**config.mk**
```make
export PLATFORM = sky130hd
export DESIGN_NAME = ifu_fetch
export DESIGN_NICKNAME = d
export VERILOG_FILES = /design/src/rtl/ifu_fetch_pkg.sv /design/src/rtl/ifu_fetch.sv
export SDC_FILE = /design/constraint.sdc
export NUM_CORES = 1
export LEC_CHECK = 0
export CAP_MARGIN = 20
export CORE_UTILIZATION = 38
export DETAILED_ROUTE_END_ITERATION = 16
export PLACE_DENSITY_LB_ADDON = 0.1
export SYNTH_ARGS = -nofsm -noshare
export SYNTH_HDL_FRONTEND = slang
export SYNTH_SLANG_ARGS = --single-unit
export TNS_END_PERCENT = 20
```
**constraint.sdc**
```tcl
create_clock -name clock -period 2.5 [get_ports clock]
set_input_delay 0.25 -clock clock [delete_from_list [all_inputs] [get_ports clock]]
set_output_delay 0.25 -clock clock [all_outputs]
set_load 0.005 [all_outputs]
```
**src/rtl/ifu_fetch_pkg.sv**
```systemverilog
// Shared definitions for the instruction fetch unit: FSM state encoding,
// the ebreak encoding that halts fetch, and the default boot PC.
package ifu_fetch_pkg;

  typedef enum logic [2:0] {
    S_IDLE = 3'd0,
    S_REQ  = 3'd1,
    S_WAIT = 3'd2,
    S_OUT  = 3'd3,
    S_HALT = 3'd4
  } state_e;

  localparam logic [31:0] EBREAK_INST      = 32'h0010_0073;
  localparam logic [63:0] DEFAULT_RESET_PC = 64'h8000_0000;

  function automatic logic is_ebreak(input logic [31:0] inst);
    return inst == EBREAK_INST;
  endfunction

endpackage

```
**src/rtl/ifu_fetch.sv**
```systemverilog
// Single-outstanding instruction fetch: issues one request per PC, holds the
// returned word for the downstream stage, and handles redirects and ebreak halt.
//
//   state  | meaning
//   -------+-------------------------------------------------------------
//   IDLE   | one cycle after reset release, nothing issued
//   REQ    | presenting PC on imem request (suppressed while redirecting)
//   WAIT   | request accepted, waiting for the single-cycle response
//   OUT    | instruction held for downstream until out handshake
//   HALT   | ebreak delivered; fetch stopped until reset
module ifu_fetch
  import ifu_fetch_pkg::*;
#(
  parameter int              XLEN     = 64,
  parameter logic [XLEN-1:0] RESET_PC = DEFAULT_RESET_PC[XLEN-1:0]
) (
  input  logic            clock,
  input  logic            reset,

  output logic            imem_req_valid,
  input  logic            imem_req_ready,
  output logic [XLEN-1:0] imem_req_addr,
  input  logic            imem_resp_valid,
  input  logic [31:0]     imem_resp_data,

  output logic            out_valid,
  input  logic            out_ready,
  output logic [31:0]     out_inst,
  output logic [XLEN-1:0] out_pc,

  input  logic            redirect_valid,
  input  logic [XLEN-1:0] redirect_pc,

  output logic            halt,
  output logic [63:0]     fetch_count
);

  state_e          state_q, state_d;
  logic [XLEN-1:0] pc_q, pc_d;
  logic            kill_q, kill_d;
  logic            halt_q, halt_d;
  logic [63:0]     cnt_q, cnt_d;
  logic [31:0]     inst_q, inst_d;
  logic [XLEN-1:0] out_pc_q, out_pc_d;

  logic [XLEN-1:0] redir_tgt;
  logic [XLEN-1:0] pc_next_seq;

  // Targets are always word aligned; the low bits of redirect_pc are dropped.
  assign redir_tgt   = redirect_pc & ~XLEN'(3);
  assign pc_next_seq = pc_q + XLEN'(4);

  always_ff @(posedge clock or negedge reset) begin
    if (!reset) begin
      state_q  <= S_IDLE;
      pc_q     <= RESET_PC;
      kill_q   <= 1'b0;
      halt_q   <= 1'b0;
      cnt_q    <= '0;
      inst_q   <= '0;
      out_pc_q <= '0;
    end else begin
      state_q  <= state_d;
      pc_q     <= pc_d;
      kill_q   <= kill_d;
      halt_q   <= halt_d;
      cnt_q    <= cnt_d;
      inst_q   <= inst_d;
      out_pc_q <= out_pc_d;
    end
  end

  always_comb begin
    state_d  = state_q;
    pc_d     = pc_q;
    kill_d   = kill_q;
    halt_d   = halt_q;
    cnt_d    = cnt_q;
    inst_d   = inst_q;
    out_pc_d = out_pc_q;

    unique case (state_q)
      S_IDLE: begin
        state_d = S_REQ;
      end

      S_REQ: begin
        if (redirect_valid) begin
          pc_d = redir_tgt;
        end else if (imem_req_ready) begin
          state_d = S_WAIT;
        end
      end

      S_WAIT: begin
        if (redirect_valid) begin
          pc_d = redir_tgt;
          if (imem_resp_valid) begin
            kill_d  = 1'b0;
            state_d = S_REQ;
          end else begin
            // Response for the old PC is still in flight; drop it when it lands.
            kill_d = 1'b1;
          end
        end else if (imem_resp_valid) begin
          kill_d = 1'b0;
          if (kill_q) begin
            state_d = S_REQ;
          end else begin
            inst_d   = imem_resp_data;
            out_pc_d = pc_q;
            state_d  = S_OUT;
          end
        end
      end

      S_OUT: begin
        if (out_ready) begin
          cnt_d = cnt_q + 64'd1;
          pc_d  = redirect_valid ? redir_tgt : pc_next_seq;
          if (is_ebreak(inst_q)) begin
            halt_d  = 1'b1;
            state_d = S_HALT;
          end else begin
            state_d = S_REQ;
          end
        end else if (redirect_valid) begin
          pc_d    = redir_tgt;
          state_d = S_REQ;
        end
      end

      S_HALT: begin
        state_d = S_HALT;
      end

      default: begin
        state_d = S_IDLE;
      end
    endcase
  end

  assign imem_req_valid = (state_q == S_REQ) && !redirect_valid;
  assign imem_req_addr  = pc_q;
  assign out_valid      = (state_q == S_OUT);
  assign out_inst       = inst_q;
  assign out_pc         = out_pc_q;
  assign halt           = halt_q;
  assign fetch_count    = cnt_q;

endmodule
```
== Yosys cells after proc, flatten, opt, wreduce, memory -nomap -nowiden ==
Cells that the tools add are included.

* Reductions and logical operators: 11
* Add/sub/neg operators: 2
* Eq/ne operators: 9
* Bitwise operators: 2
* Multiplexer cells: 17

{| class="wikitable"
|+ Operators by type and width
! cell !! number
|-
| 64-bit two-way mux || 3
|-
| 64-bit one-hot mux with 2 select lines || 1
|-
| 64-bit by 1-bit adder with 64-bit output (second input constant) || 1
|-
| 64-bit by 3-bit adder with 64-bit output (second input constant) || 1
|-
| 32-bit by 21-bit == test with 1-bit output (second input constant) || 1
|-
| 3-bit two-way mux || 8
|-
| 3-bit one-hot mux with 5 select lines || 1
|-
| 4-bit AND reduction || 2
|-
| 3-bit by 2-bit == test with 1-bit output (second input constant) || 2
|-
| 2-bit != test (second input constant) || 3
|-
| 2-bit AND reduction || 2
|-
| 2-bit nonzero test || 2
|-
| 3-bit by 1-bit == test with 1-bit output (second input constant) || 1
|-
| 3-bit == test (second input constant) || 1
|-
| 3-bit zero test || 1
|-
| 1-bit two-way mux || 3
|-
| 3-bit by 1-bit != test with 1-bit output (second input constant) || 1
|-
| 3-bit AND reduction || 1
|-
| 2-bit two-way mux || 1
|-
| 1-bit NOT || 2
|-
| 2-bit OR reduction || 1
|-
| 1-bit logical AND || 1
|-
| 1-bit zero test || 1
|}

* Word-level logic and storage cells: 48
* Input port bits: 102
* Register bits after elaboration: 229
* Output and inout bits: 227

== Depth between registers and ports, before layout ==
Gate-level depths: netlist of run 1.

* Depth in word-level cells: 4
* Mapped depth: 8
* Gate-level depth less buffers: 6

== Worst setup path before layout of run 1 ==
OpenSTA, ideal clock, no wires.

* Kind: reg2reg
* Start: register pc_q[18] (netlist: imem_req_addr[18])
* End: register pc_q[56] (netlist: imem_req_addr[56])
* Arrival: 2.133 ns
* Slack: 0.234 ns
* Path buffers: 2
* Clock period less this slack: 2.266 ns
* Cell stages (with the launch flop): 9
* Cell sequence: dfrtp_1 -> clkbuf_2 -> nand4_1 -> or4b_4 -> nor4_4 -> buf_6 -> nand4_1 -> nand3_1 -> o211ai_1

* Longest elaborated chain between the ends: 4

{| class="wikitable"
|+ Ends and longest elaborated chain
! what !! RTL line !! RTL
|-
| from (decl) || ifu_fetch.sv:39 || <nowiki>logic [XLEN-1:0] pc_q, pc_d;</nowiki>
|-
| from (signal assigned) || ifu_fetch.sv:64 || <nowiki>pc_q <= pc_d;</nowiki>
|-
| 64-bit by 3-bit adder with 64-bit output || ifu_fetch.sv:51 || <nowiki>assign pc_next_seq = pc_q + XLEN'(4);</nowiki>
|-
| 64-bit two-way mux || ifu_fetch.sv:120 || <nowiki>pc_d = redirect_valid ? redir_tgt : pc_next_seq;</nowiki>
|-
| 64-bit two-way mux || ifu_fetch.sv:118 || <nowiki>if (out_ready) begin</nowiki>
|-
| 64-bit one-hot mux with 2 select lines || ifu_fetch.sv:82 || <nowiki>unique case (state_q)</nowiki>
|}

Every way passes these cells.
A chain may end at the register's enable or synchronous reset.

== Worst setup path after layout of run 1 ==
* Start: register state_q[2]
* End: output imem_req_valid

* Longest elaborated chain between the ends: 2

{| class="wikitable"
|+ Ends and longest elaborated chain
! what !! RTL line !! RTL
|-
| from (decl) || ifu_fetch.sv:38 || <nowiki>state_e state_q, state_d;</nowiki>
|-
| from (signal assigned) || ifu_fetch.sv:63 || <nowiki>state_q <= state_d;</nowiki>
|-
| 3-bit by 1-bit == test with 1-bit output || ifu_fetch.sv:143 || <nowiki>assign imem_req_valid = (state_q == S_REQ) && !redirect_valid;</nowiki>
|-
| 1-bit logical AND || ifu_fetch.sv:143 ||
|-
| to (decl) || ifu_fetch.sv:20 || <nowiki>output logic imem_req_valid,</nowiki>
|}

Every way passes these cells.

==> impl_metrics.json, run 1 <==
{
  "status": "finished, final reports clean",
  "vias": 9255,
  "viasPerCell": 5.31,
  "cts_tree": "yes",
  "power_mw": 16.3,
  "synth_flop_cell": "dfrtp_1",
  "slew_violations": 0,
  "layout_commonest_cell": "clkdlybuf4s50_1",
  "reg2regPathDepth": 7,
  "rr_endpoint": "imem_req_addr[59]",
  "path_delay_family": "buffers and inverters",
  "grt_max_degree": 61,
  "dpl.hpwl_um": 24000,
  "hold_viol_final": 0,
  "cap_violations": 0,
  "post_cts_buffers": 0,
  "syn_nets": 1080,
  "ys_ff_latch": 229,
  "numCtsBuffers": 27,
  "clk_pin_slew_worst_paths_ns": 0.06,
  "drc": 0,
  "core_um2": 27300,
  "fmax_mhz": 421,
  "finalCritPeriodShare_pct": 95.0,
  "cts.sinks": 229,
  "p_sw_mw": 5.19,
  "htree_levels": 1,
  "grt_pass1_vias": 9074,
  "num_rows": 60,
  "drt_iter0_drc": 510,
  "p_sw_share_pct": 31.8,
  "ys_warn_count": 0,
  "clkPwrFrac_pct": 24.5,
  "synth_cell_type_count": 59,
  "rsz0062_at_grt": "yes",
  "power_frac_seq_pct": 37.3,
  "syn_to_final_growth_pct": 47.7,
  "avgSynthCellArea_um2": 10.9,
  "whs_path_depth": 5,
  "crit_buf_inv": 2,
  "setup_viol_count_final": 0,
  "critical_path.max_stage_delay_ns": 0.61,
  "async_reset_ff_share_pct": 100,
  "clock_skew_ns": 0.0166,
  "worst-setup-path-type": "reg -> out",
  "num-nets-final": 1462,
  "wl_per_cell_um": 18.8,
  "fin_util_pct": 57.8,
  "instances_no_fill": 1744,
  "relSlewSlack_pct": 61.6,
  "p_comb_share_pct": 38.2,
  "grt-ovfl-total": 0,
  "clock-root-buffer": "clkbuf_16",
  "p_per_area_nw_per_um2": 1040,
  "crit_chain": "buf_4 -> nor4b_1 -> clkdlybuf4s50_1",
  "slowest_stage": "clkdlybuf4s50_1",
  "cp-end-kind": "output pin",
  "syn_inst": 976,
  "holdWs_ns": 0.223,
  "min_from": "redirect_valid",
  "synth-edff-count": 0,
  "synth-seq-area-share_pct": 53.7,
  "final_cell_mix": "clkdlybuf4s50_1 (324), dfrtp_1 (228), mux2_2 (94)",
  "grt_use_total_pct": 22.7,
  "firstDrtPassIters": 5,
  "io_pins": 329,
  "dp_cells": 1700,
  "die_w_um": 170,
  "n_antenna_cell": 0,
  "wl_um": 32800,
  "netlist_area_um2": 10700,
  "cts_resized": 0,
  "initial_core_util_pct": 39.1,
  "r2r-start": "state_q[1]",
  "fin_crit_ns": 2.37,
  "dieArea_um2": 28700,
  "clockBufferDepth": 3,
  "clk_latency_ns": 0.54,
  "worstPathArrival_ns": 2.12,
  "leakage_nw": 6.73,
  "dp_slack_ns": -0.0113,
  "rrSetupSlack_ns": 0.21,
  "hold-path-endpoint": "imem_req_addr[61]",
  "setup_ws_ns": 0.126,
  "die_y_um": 170,
  "worst_pin_slew_ns": 0.575,
  "antenna_found_initial": 0,
  "drive_above_1_share_pct": 15.9,
  "cp-start-kind": "register",
  "drtAntennaViolNets": 0,
  "required_ns": 2.25,
  "place.gp.congestion": 0.826,
  "port_buffers": 326,
  "ir_drop_v": 0.000614,
  "crit_fanout": 5,
  "hp-class": "in -> reg",
  "grt_pass1_wl_um": 51400,
  "internal_power_mw": 11.1
}
## cell type report
type                            count  area (um^2)
Clock buffer                       36          749
Sequential cell                   229         5730
Tap cell                          372          465
Timing Repair Buffer              398         3890
Inverter                           10         37.5
Multi-Input combinational cell    692         4740
Clock inverter                      7          139
Fill cell                        2383        11500
## Yosys cell counts (all sizes together), types with 2 or more instances
cell | count | area (um^2)
and2 | 5 | 31.3
clkbuf | 41 | 155
a41oi | 3 | 26.3
o21ai | 33 | 165
nand2 | 89 | 337
nor3 | 18 | 90.1
xor2 | 35 | 307
a31oi | 5 | 31.3
a22oi | 2 | 15.0
nand2b | 8 | 50.1
o22ai | 21 | 131
inv | 10 | 37.5
xnor2 | 50 | 438
or3 | 8 | 50.1
nor2 | 44 | 165
a21oi | 35 | 175
mux2 | 94 | 1060
o311ai | 3 | 26.3
o211ai | 19 | 143
nor3b | 2 | 15.0
a211oi | 2 | 15.0
and4 | 13 | 114
nand4 | 51 | 319
o31ai | 2 | 15.0
nor4 | 18 | 146
buf | 4 | 23.8
nand3 | 60 | 313
a2bb2oi | 5 | 43.8
mux2i | 3 | 30.0
or4 | 5 | 37.5
dfrtp | 228 | 5710
and3 | 34 | 213
nor4b | 4 | 35.0
ha | 2 | 25.0
nor2b | 5 | 31.3
o31a | 2 | 17.5
## worst reg2reg max path, stage by stage, from the launching register on
cell and delay (ns):
dfrtp_1 0.47, and4b_1 0.39, nand4_1 0.25, nor2_1 0.20
buf_4 0.19, nand4_1 0.26, or3_1 0.39, nand3_1 0.08
## state kept, by name, summed over array words and instances (netlist names)
| register | cells |
|---|---|
| fetch_count | 64 |
| imem_req_addr | 64 |
| out_pc | 64 |
| out_inst | 32 |
| state_q | 3 |
| halt | 1 |
| kill_q | 1 |
## stage by stage
| step | TNS, ns | area [um^2] |
|---|---|---|
| after floorplan | 0 | 10700 |
| after global placement | 0 | 14800 |
| after detailed placement | -0.0205 | 14900 |
| after CTS | 0 | 15800 |
| after global routing | -0.0134 | 15800 |
| final | 0 | 15800 |
## routing by layer
layer / wire (um) / global-route usage, % / up-vias
li1: - / - / 4341
met1: 14600 / 31.0 / 4558
met2: 15200 / 36.6 / 320
met3: 2330 / 5.46 / 36
met4: 580 / 5.44 / 0
met5: 0 / 0 / -
## power by group through the flow
stage / registers [mW] / logic, mW / clock network [mW]
after floorplan: 6.16 / 2.14 / 0
after global placement: 6.09 / 6.21 / 0
after detailed placement: 6.14 / 6.28 / 0
after CTS: 6.09 / 6.32 / 4.11
after global routing: 6.29 / 6.78 / 4.25
final: 6.09 / 6.24 / 4.00
## timing repair
action | CTS | global route
setup endpoints to repair | 0 | 1
hold buffers | 1 | 0
endpoints found under the hold margin | 55 | 0
## kinds of logic (layout without fill, tap and decap cells)
group                    count (synthesis)  in the layout  share of synthesized area (%)
AO/OA/AOI/OAI                          139            139                           8.10
XOR/XNOR                                85             85                           6.98
adder cells (fa/ha/maj)                  2              2                          0.235
buffers and inverters                   55            451                           2.03
flip-flops                             229            229                           53.7
multiplexers                            97             97                           10.2
AND/OR/NAND/NOR                        369            369                           18.7
## worst max path at each step
stage                        endpoint  slack (ns)         startpoint  depth (start not counted)
floorplan           imem_req_addr[56]        0.23  imem_req_addr[18]                          8
global placement    imem_req_addr[55]       0.006          out_ready                          8
detailed placement  imem_req_addr[61]       -0.01          out_ready                          8
CTS                    imem_req_valid        0.09         state_q[2]                          3
global route           imem_req_valid       -0.01         state_q[0]                          3
finish                 imem_req_valid        0.13         state_q[2]                          3
Power figures use the tool's default switching activity.
==> run 2: changes to the inputs <==
--- a/config.mk
+++ b/config.mk
@@ -9,6 +9,7 @@
 export CORE_UTILIZATION = 38
 export DETAILED_ROUTE_END_ITERATION = 16
 export PLACE_DENSITY_LB_ADDON = 0.1
+export SKIP_CTS_REPAIR_TIMING = 1
 export SYNTH_ARGS = -nofsm -noshare
 export SYNTH_HDL_FRONTEND = slang
 export SYNTH_SLANG_ARGS = --single-unit
==> results of run 2 <==
No change in the layout: final DEF, timing and power equal those of run 1.
